$ cat src/rtl/sd_arb_pkg.sv
// rtl/sd_arb_pkg.sv - shared types and constants for the sd sector arbiter
package sd_arb_pkg;

    typedef enum logic [2:0] {
        S_IDLE,
        S_START,
        S_BUSY,
        S_DONE,
        S_ERR,
        S_GAP
    } state_t;

    localparam int TIMER_W      = 32;
    localparam int SECTOR_BYTES = 512;
    localparam int ADDR_W       = $clog2(SECTOR_BYTES);

    // sd_card expects exactly one image slot bit in rstart
    function automatic logic img_onehot(input logic [1:0] img);
        return img[0] ^ img[1];
    endfunction

endpackage

$ cat src/rtl/rr_arbiter.sv
// rtl/rr_arbiter.sv - combinational round-robin pick starting at a pointer
module rr_arbiter #(
    parameter int N  = 3,
    parameter int IW = $clog2(N)
) (
    input  logic [N-1:0]  req_i,
    input  logic [IW-1:0] ptr_i,
    output logic [N-1:0]  gnt_o,
    output logic [IW-1:0] idx_o,
    output logic          valid_o
);

    logic [IW:0]   cand;
    logic [IW-1:0] cand_idx;

    always_comb begin
        gnt_o    = '0;
        idx_o    = '0;
        valid_o  = 1'b0;
        cand     = '0;
        cand_idx = '0;
        for (int i = 0; i < N; i++) begin
            cand = {1'b0, ptr_i} + (IW+1)'(i);
            if (cand >= (IW+1)'(N)) begin
                cand = cand - (IW+1)'(N);
            end
            cand_idx = cand[IW-1:0];
            if (!valid_o && req_i[cand_idx]) begin
                valid_o         = 1'b1;
                gnt_o[cand_idx] = 1'b1;
                idx_o           = cand_idx;
            end
        end
    end

endmodule

$ cat src/rtl/sd_sector_arbiter.sv
// rtl/sd_sector_arbiter.sv - round-robin sharing of the sd_card sector-read port
module sd_sector_arbiter
    import sd_arb_pkg::*;
#(
    parameter int          NREQ    = 3,
    parameter logic [31:0] TIMEOUT = 32'd3200000
) (
    input  logic                clk,
    input  logic                reset,
    input  logic [NREQ-1:0]     req_rd,
    input  logic [2*NREQ-1:0]   req_img,
    input  logic [32*NREQ-1:0]  req_lba,
    output logic [NREQ-1:0]     req_busy,
    output logic [NREQ-1:0]     req_done,
    output logic [NREQ-1:0]     req_err,
    output logic [NREQ-1:0]     req_strobe,
    output logic [ADDR_W-1:0]   req_addr,
    output logic [7:0]          req_data,
    output logic [NREQ-1:0]     grant,
    output logic [1:0]          sd_rstart,
    output logic [31:0]         sd_rsector,
    input  logic                sd_rbusy,
    input  logic                sd_rdone,
    input  logic                sd_outen,
    input  logic [ADDR_W-1:0]   sd_outaddr,
    input  logic [7:0]          sd_outbyte
);

    localparam int IW = $clog2(NREQ);

    state_t              state_q;
    logic [IW-1:0]       ptr_q;
    logic [TIMER_W-1:0]  timer_q;
    logic [NREQ-1:0]     grant_q, busy_q, done_q, err_q, strobe_q;
    logic [ADDR_W-1:0]   addr_q;
    logic [7:0]          data_q;
    logic [1:0]          rstart_q;
    logic [31:0]         rsector_q;

    logic [NREQ-1:0]     arb_gnt;
    logic [IW-1:0]       arb_idx;
    logic                arb_valid;
    logic [1:0]          arb_img;

    rr_arbiter #(.N(NREQ), .IW(IW)) u_rr (
        .req_i   (req_rd),
        .ptr_i   (ptr_q),
        .gnt_o   (arb_gnt),
        .idx_o   (arb_idx),
        .valid_o (arb_valid)
    );

    assign arb_img = req_img[2*arb_idx +: 2];

    always_ff @(posedge clk) begin
        if (reset) begin
            state_q   <= S_IDLE;
            ptr_q     <= '0;
            timer_q   <= '0;
            grant_q   <= '0;
            busy_q    <= '0;
            done_q    <= '0;
            err_q     <= '0;
            strobe_q  <= '0;
            addr_q    <= '0;
            data_q    <= '0;
            rstart_q  <= '0;
            rsector_q <= '0;
        end else begin
            done_q   <= '0;
            err_q    <= '0;
            strobe_q <= '0;
            if (timer_q != TIMEOUT) begin
                timer_q <= timer_q + 1'b1;
            end
            case (state_q)
                S_IDLE: begin
                    // a card still busy from an earlier (possibly reset-aborted) read blocks new grants
                    if (arb_valid && !sd_rbusy) begin
                        grant_q   <= arb_gnt;
                        busy_q    <= arb_gnt;
                        rsector_q <= req_lba[32*arb_idx +: 32];
                        ptr_q     <= (arb_idx == IW'(NREQ-1)) ? '0 : arb_idx + 1'b1;
                        timer_q   <= '0;
                        if (img_onehot(arb_img)) begin
                            rstart_q <= arb_img;
                            state_q  <= S_START;
                        end else begin
                            state_q  <= S_ERR;
                        end
                    end
                end
                S_START: begin
                    if (sd_rbusy) begin
                        rstart_q <= '0;
                        state_q  <= S_BUSY;
                        timer_q  <= '0;
                    end else if (timer_q == TIMEOUT) begin
                        state_q  <= S_ERR;
                        timer_q  <= '0;
                    end
                end
                S_BUSY: begin
                    strobe_q <= grant_q & {NREQ{sd_outen}};
                    addr_q   <= sd_outaddr;
                    data_q   <= sd_outbyte;
                    // byte activity counts as progress, so only a silent card trips the timeout
                    if (sd_outen) begin
                        timer_q <= '0;
                    end
                    if (sd_rdone || !sd_rbusy) begin
                        done_q  <= grant_q;
                        busy_q  <= '0;
                        grant_q <= '0;
                        state_q <= S_DONE;
                        timer_q <= '0;
                    end else if (timer_q == TIMEOUT) begin
                        state_q <= S_ERR;
                        timer_q <= '0;
                    end
                end
                S_DONE: begin
                    state_q <= S_GAP;
                    timer_q <= '0;
                end
                S_ERR: begin
                    err_q    <= grant_q;
                    busy_q   <= '0;
                    grant_q  <= '0;
                    rstart_q <= '0;
                    state_q  <= S_GAP;
                    timer_q  <= '0;
                end
                S_GAP: begin
                    if (!sd_rbusy) begin
                        state_q <= S_IDLE;
                        timer_q <= '0;
                    end
                end
                default: state_q <= S_IDLE;
            endcase
        end
    end

    assign req_busy   = busy_q;
    assign req_done   = done_q;
    assign req_err    = err_q;
    assign req_strobe = strobe_q;
    assign req_addr   = addr_q;
    assign req_data   = data_q;
    assign grant      = grant_q;
    assign sd_rstart  = rstart_q;
    assign sd_rsector = rsector_q;

endmodule
$ cat config.mk
export PLATFORM = sky130hd
export DESIGN_NAME = sd_sector_arbiter
export DESIGN_NICKNAME = d
export VERILOG_FILES = /design/src/rtl/sd_arb_pkg.sv /design/src/rtl/rr_arbiter.sv /design/src/rtl/sd_sector_arbiter.sv
export SDC_FILE = /design/constraint.sdc
export NUM_CORES = 1
export LEC_CHECK = 0
export ABC_AREA = 1
export CAP_MARGIN = 20
export CELL_PAD_IN_SITES_DETAIL_PLACEMENT = 2
export CELL_PAD_IN_SITES_GLOBAL_PLACEMENT = 2
export CORE_UTILIZATION = 25
export DETAILED_ROUTE_END_ITERATION = 16
export PLACE_DENSITY = 0.92
export SLEW_MARGIN = 30
export SYNTH_ARGS = -nofsm -noshare
export SYNTH_HDL_FRONTEND = slang
export SYNTH_SLANG_ARGS = --single-unit
$ cat constraint.sdc
create_clock -name clk -period 5.8 [get_ports clk]
set_clock_uncertainty 0.15 [all_clocks]
set_input_delay 1.16 -clock clk [delete_from_list [all_inputs] [get_ports clk]]
set_output_delay 1.16 -clock clk [all_outputs]
set_load 0.05 [all_outputs]
==> results.txt, run 1 <==
Synth Instances: 752
Post-Syn Area: 0.00524 sq mm
Hold Path Origin: sd_rstart[1]
worst hold endpoint: sd_rstart[1]
flops & latches, synth: 100
outcome: complete, no violations
Synth area leaders: dfxtp_1 (38%), nand2_1 (12%), nor2_1 (7.1%)
GPL Wtd Cong: 0.796
pwr dens: 466 mW/mm^2
DRC Markers: 0
total track usage: 20.9%
setup_tns: 0 ps
max frequency: 249 MHz
worst slew pin tran: 785 ps
WL/cell: 18.5 um
Final min period: 4020 ps
initial antenna violation count: 0
CP Capture Type: flip-flop
Post-CTS Hold Buffers: 0
VDD IR max: 210 uV
CTS tree: yes
synth warn: 0
P_int: 0.00175 W
simple-gate portion of the synthesized area: 33.5%
share of cells above drive strength 1: 6.03%
pin count of the biggest net entering global routing: 45
Post-Syn Nets: 886
Worst Hold Depth: 2
Min-Delay Path Class: reg2reg
RR Startpoint: ptr_q[0]
Netlist cell types: 41
Yosys top cell area share: 38.2%
Reg power frac: 25.7%
sw frac: 51.1%
main combinational cell family by area after synthesis: simple AND/OR/NAND/NOR gates
total power: 0.00357 W
ys flop type: dfxtp_1
Root Buffer: clkbuf_16
Layout fillers: 2359
Initial Util: 25.7%
Logic pwr share: 57.4%
CP arrival: 4100 ps
DRT Pass-1 Iters: 4
Max clock buf depth: 2
Die X: 147 um
r2r setup slk: 2030 ps
CP required: 5880 ps
Synth Area in Compound Gates: 15.9%
Routed WL: 22200 um
die height: 147 um
Routed Antenna Nets: 0
depth of the most critical reg-to-reg path: 17
startpoint class of the critical path: input pin
area grow syn2layout: 46.3%
Rel. slew slack: 47.5%
Final nets: 1058
Sw Pwr: 0.00182 W
ys async rst share: 0%
Post-CTS Setup Repair Bufs: 0
clock power share: 16.9%
Post-CTS Resized: 0
synthesized-area fraction occupied by xor and xnor cells: 3.68%
total grt overflow: 0
vias per cell: 4.96
global-route wire length before repair: 35500 um
Clock Pin Slew Worst Setup and Hold Paths: 70 ps
reg2reg end: sd_rstart[1]
setup violators final: 0
detailed placement HPWL: 16600 um
critical setup path kind: in2reg
Ports: 193
Fin. Hold Viols: 0
core area: 0.0204 sq mm
Vias: 5942
Die ar.: 0.0215 sq mm
Static Leak: 2.98 nW
Starting DRT DRC Count: 166
post-synth top area cell: dfxtp_1
n_diodes: 0
vias in the first global route: 6556
Post-synth EDFFs: 0
post-synthesis mux area share: 0%
max-capacitance violation count: 0
Num CTS Buffers: 9
Synth Area in Adders: 1.67%
RSZ-0062 raised after global routing: no
PortBufs: 192
Row Count: 52
worst-path maximum fanout: 36
H-tree Lvls: 3
Seq/Total Area, Yosys: 38.2%
worst skew pair latency: 360 ps
Avg Inst Size Synth: 6.97 sq um
Sink Count: 100
Slew Limit Fails: 0
fin crit share: 69.3%
-- through the flow --
stage / instances / utilization, % / setup WS [ps] / area, sq um / hold WS (ps)
final: 1199 / 37.6 / 1780 / 7670 / 323
after global routing: 1199 / 37.6 / 1440 / 7670 / 357
after CTS: 1199 / 37.6 / 1750 / 7670 / 332
after detailed placement: 1183 / 36.2 / 1420 / 7380 / 322
after global placement: 1183 / 36.2 / 1580 / 7380 / 308
after floorplan: 752 / - / 3050 / 5240 / 322
-- power groups by stage --
stage	registers [W]	logic, W	clock network, W
6_report	0.000917	0.00205	0.000604
5_1_grt	0.000934	0.00222	0.000641
4_1_cts	0.000922	0.00207	0.000623
3_5_place_dp	0.000934	0.00205	0
3_3_place_gp	0.000926	0.00198	0
2_1_floorplan	0.00133	0.000974	0
-- flip-flops by register name (all words and copies together) (netlist names), 3 cells and up --
name,flops
req_err,3
req_busy,3
state_q,3
req_addr,9
req_done,3
req_data,8
sd_rsector,32
timer_q,32
req_strobe,3
-- worst max-delay path, stage by stage --
cell	delay [ps]
clkdlybuf4s50_1	420
inv_1	140
o21ai_0	100
nand2_1	180
nand4_1	160
nand2_2	610
inv_2	470
nand2_1	200
nor2_1	50
nor2_1	180
nand2_1	90
nand3_2	120
nand2_1	70
nand2_1	80
a21oi_1	60
-- cell usage in the layout, fill, tap and decap left out, types with 2 or more instances in the layout --
cell type / instances
clkdlybuf4s50_1: 192
nand2_1: 166
dfxtp_1: 100
nor2_1: 99
o21ai_0: 55
inv_1: 52
nand3_1: 52
a21oi_1: 50
nor3_1: 17
a31oi_1: 17
xor2_1: 17
o21a_1: 14
nand4_1: 10
nor4_1: 9
clkbuf_16: 9
ha_1: 7
nor2_4: 6
a211oi_1: 6
nand3_2: 5
xnor2_1: 5
inv_2: 4
nand2_2: 4
buf_4: 4
nor2_2: 3
clkinvlp_4: 3
nand2_4: 2
nor3_2: 2
a21oi_2: 2
-- final cells by class --
class / count / area, sq um / area share, %
Timing Repair Buffer: 196 / 1950 / 25.5
Tap cell: 270 / 338 / 4.41
Inverter: 57 / 214 / 2.79
Clock buffer: 10 / 239 / 3.12
Clock inverter: 6 / 47.5 / 0.620
Sequential cell: 100 / 2000 / 26.1
Multi-Input combinational cell: 560 / 2870 / 37.5
-- synth_stat cells (2+ instances only) --
master	number
nor3_1	18
a21oi_1	50
nand2_1	166
buf_1	6
xor2_1	17
inv_2	4
dfxtp_1	100
clkbuf_1	21
nand3_2	5
ha_1	7
nor2_1	99
o21a_1	14
nand2_2	4
nor2_4	6
a211oi_1	6
nor2_2	3
a21oi_2	2
o21ai_0	55
xnor2_1	5
nor4_1	9
a31oi_1	17
nand4_1	10
buf_4	6
nand3_1	52
inv_1	52
nand2_4	2
buf_2	2
-- cells by family after synthesis --
family                     Yosys count
and+or+nand+nor                    383
AOI/OAI and AO/OA                  148
DFF                                100
buffers and inverters               92
xor gates and xnor gates            22
adders and majority gates            7
-- how the worst max path moves through the flow --
stage | from | end | cells past startpoint
after floorplan | req_rd[2] | timer_q[11] | 12
after global placement | req_rd[2] | sd_rstart[1] | 15
after detailed placement | req_rd[2] | sd_rstart[1] | 15
after CTS | req_rd[2] | sd_rstart[1] | 14
after global routing | req_rd[2] | state_q[2] | 15
final | req_rd[2] | sd_rstart[1] | 15
-- per-layer routing --
layer,routed length [um],up-vias,global-route usage [%]
met5,0,-,0
met4,302,0,5.57
met3,1470,17,6.18
met2,11100,154,37.7
met1,9290,2938,23.9
li1,-,2833,-
No activity file was read; power rests on OpenSTA's default activity.
==> inputs of run 2 (changes only) <==
CORE_UTILIZATION = 23   (was 25)
PLACE_DENSITY = 0.86   (was 0.92)
clock period = 4.1 ns   (was 5.8 ns; I/O delays follow)
==> results.txt, run 2 (synthesis results as in run 1) <==
outcome: complete, no violations
n_diodes: 0
PortBufs: 192
Ports: 193
Post-CTS Hold Buffers: 0
area occupied by multi-input gates: 0.00287 sq mm
startpoint class of the critical path: input pin
fin crit share: 76.6%
Final nets: 1063
CP arrival: 3270 ps
critical setup path kind: in2reg
Rel. slew slack: 48.9%
DRC Markers: 0
Clock Pin Slew Worst Setup and Hold Paths: 70 ps
DRT Pass-1 Iters: 4
Post-CTS Resized: 0
RR Startpoint: ptr_q[0]
setup violators final: 0
Initial Util: 23.7%
Routed Antenna Nets: 0
area grow syn2layout: 48.2%
worst stage delay on the critical path: 490 ps
Row Count: 54
Num CTS Buffers: 9
Starting DRT DRC Count: 152
Min-Delay Path Class: reg2reg
VDD IR max: 279 uV
H-tree Lvls: 3
GPL Wtd Cong: 0.786
max-capacitance violation count: 0
Sequential Area: 0.00200 sq mm
core area: 0.0221 sq mm
WL/cell: 17.3 um
Fin. Hold Viols: 0
Worst Hold Depth: 2
worst hold endpoint: sd_rstart[1]
detailed placement HPWL: 15700 um
Root Buffer: clkbuf_16
slowest stage cell on the critical path: clkdlybuf4s50_1
Hold Path Origin: sd_rstart[1]
pwr dens: 670 mW/mm^2
depth of the most critical reg-to-reg path: 16
total power: 0.00520 W
worst skew pair latency: 350 ps
die height: 153 um
pin count of the biggest net entering global routing: 46
CP Capture Type: flip-flop
Max clock buf depth: 2
total grt overflow: 0
Final min period: 3140 ps
CP required: 4230 ps
Slew Limit Fails: 0
CTS tree: yes
reg2reg end: sd_rstart[1]
worst hold slack: 331 ps
RSZ-0062 raised after global routing: no
Vias: 5845
Die X: 153 um
Post-CTS Setup Repair Bufs: 0
r2r setup slk: 1010 ps
Die ar.: 0.0234 sq mm
setup_tns: 0 ps
max frequency: 318 MHz
total track usage: 18.3%
Top cell by count, worst path: nand2_1
Routed WL: 20900 um
most frequent cells in the layout: clkdlybuf4s50_1 (192), nand2_1 (166), dfxtp_1 (100)
initial antenna violation count: 0
crit-path cells: clkdlybuf4s50_1 -> inv_1 -> nor2_1 -> nand2_1 -> nand2_1 -> nand4_1 -> nand2_4 -> nor2_1 -> nand2_1 -> inv_1 -> nor2_1 -> nand2_1 -> nand3_2 -> nand3_1 -> a21oi_1
vias in the first global route: 6530
vias per cell: 4.82
worst slew pin tran: 766 ps
share of cells above drive strength 1: 6.43%
Static Leak: 3.04 nW
worst-path maximum fanout: 37
Layout fillers: 2570
global-route wire length before repair: 34300 um
most common cell after layout, fill and taps aside: clkdlybuf4s50_1
Sink Count: 100
run 2: cell types whose count changed in the layout (fill, tap and decap cells not counted), sizes merged:
cell,previous run,this run
inv,58,56
clkinvlp,3,0
buf,4,9
bufinv,0,3
clkinv,2,3
run 2: worst max-delay path, delay by kind of cell:
kind | cells | cell delay (ps)
buffers and inverters | 3 | 630
AO/OA/AOI/OAI | 1 | 170
AND/OR/NAND/NOR | 11 | 1650
run 2: worst max path at each step:
stage	depth (start not counted)	end	slack [ps]	from
after floorplan	12	timer_q[11]	1690	req_rd[2]
after global placement	14	sd_rstart[0]	770	req_rd[2]
after detailed placement	16	sd_rstart[0]	570	req_rd[2]
after CTS	16	sd_rstart[0]	950	req_rd[2]
after global routing	18	state_q[2]	700	ptr_q[0]
final	15	sd_rstart[1]	960	req_rd[2]
run 2: power breakdown:
part           switching, W  leakage, nW  internal (W)  total, W
sequential         0.000124        0.814       0.00117   0.00129
combinational       0.00201         2.06      0.000899   0.00291
clock              0.000391        0.168      0.000608  0.000999
total               0.00253         3.04       0.00267   0.00520
run 2: stage by stage:
stage	std cells	setup WS (ps)	util [%]	area (sq um)
6_report	1213	959	35.2	7770
4_1_cts	1213	950	35.2	7770
3_3_place_gp	1198	767	33.6	7430
3_5_place_dp	1198	568	33.6	7430
5_1_grt	1213	695	35.2	7770
2_1_floorplan	752	1690	-	5240
run 2: cell type report:
class | count | area share (%)
sequential | 100 | 25.8
inverter | 57 | 2.75
multi-input combinational | 560 | 37.0
timing repair buffer | 201 | 25.6
clock buffer | 10 | 3.08
tap | 280 | 4.51
clock inverter | 5 | 1.29
run 2: routing by layer:
layer	up-vias	part of all wire (%)	track usage (%)	routed length (um)
met5	-	0	0	0
met4	0	2.5	6.88	525
met3	27	7.6	6.44	1590
met2	142	50	33.3	10400
met1	2832	40	19.3	8450
li1	2844	-	-	-
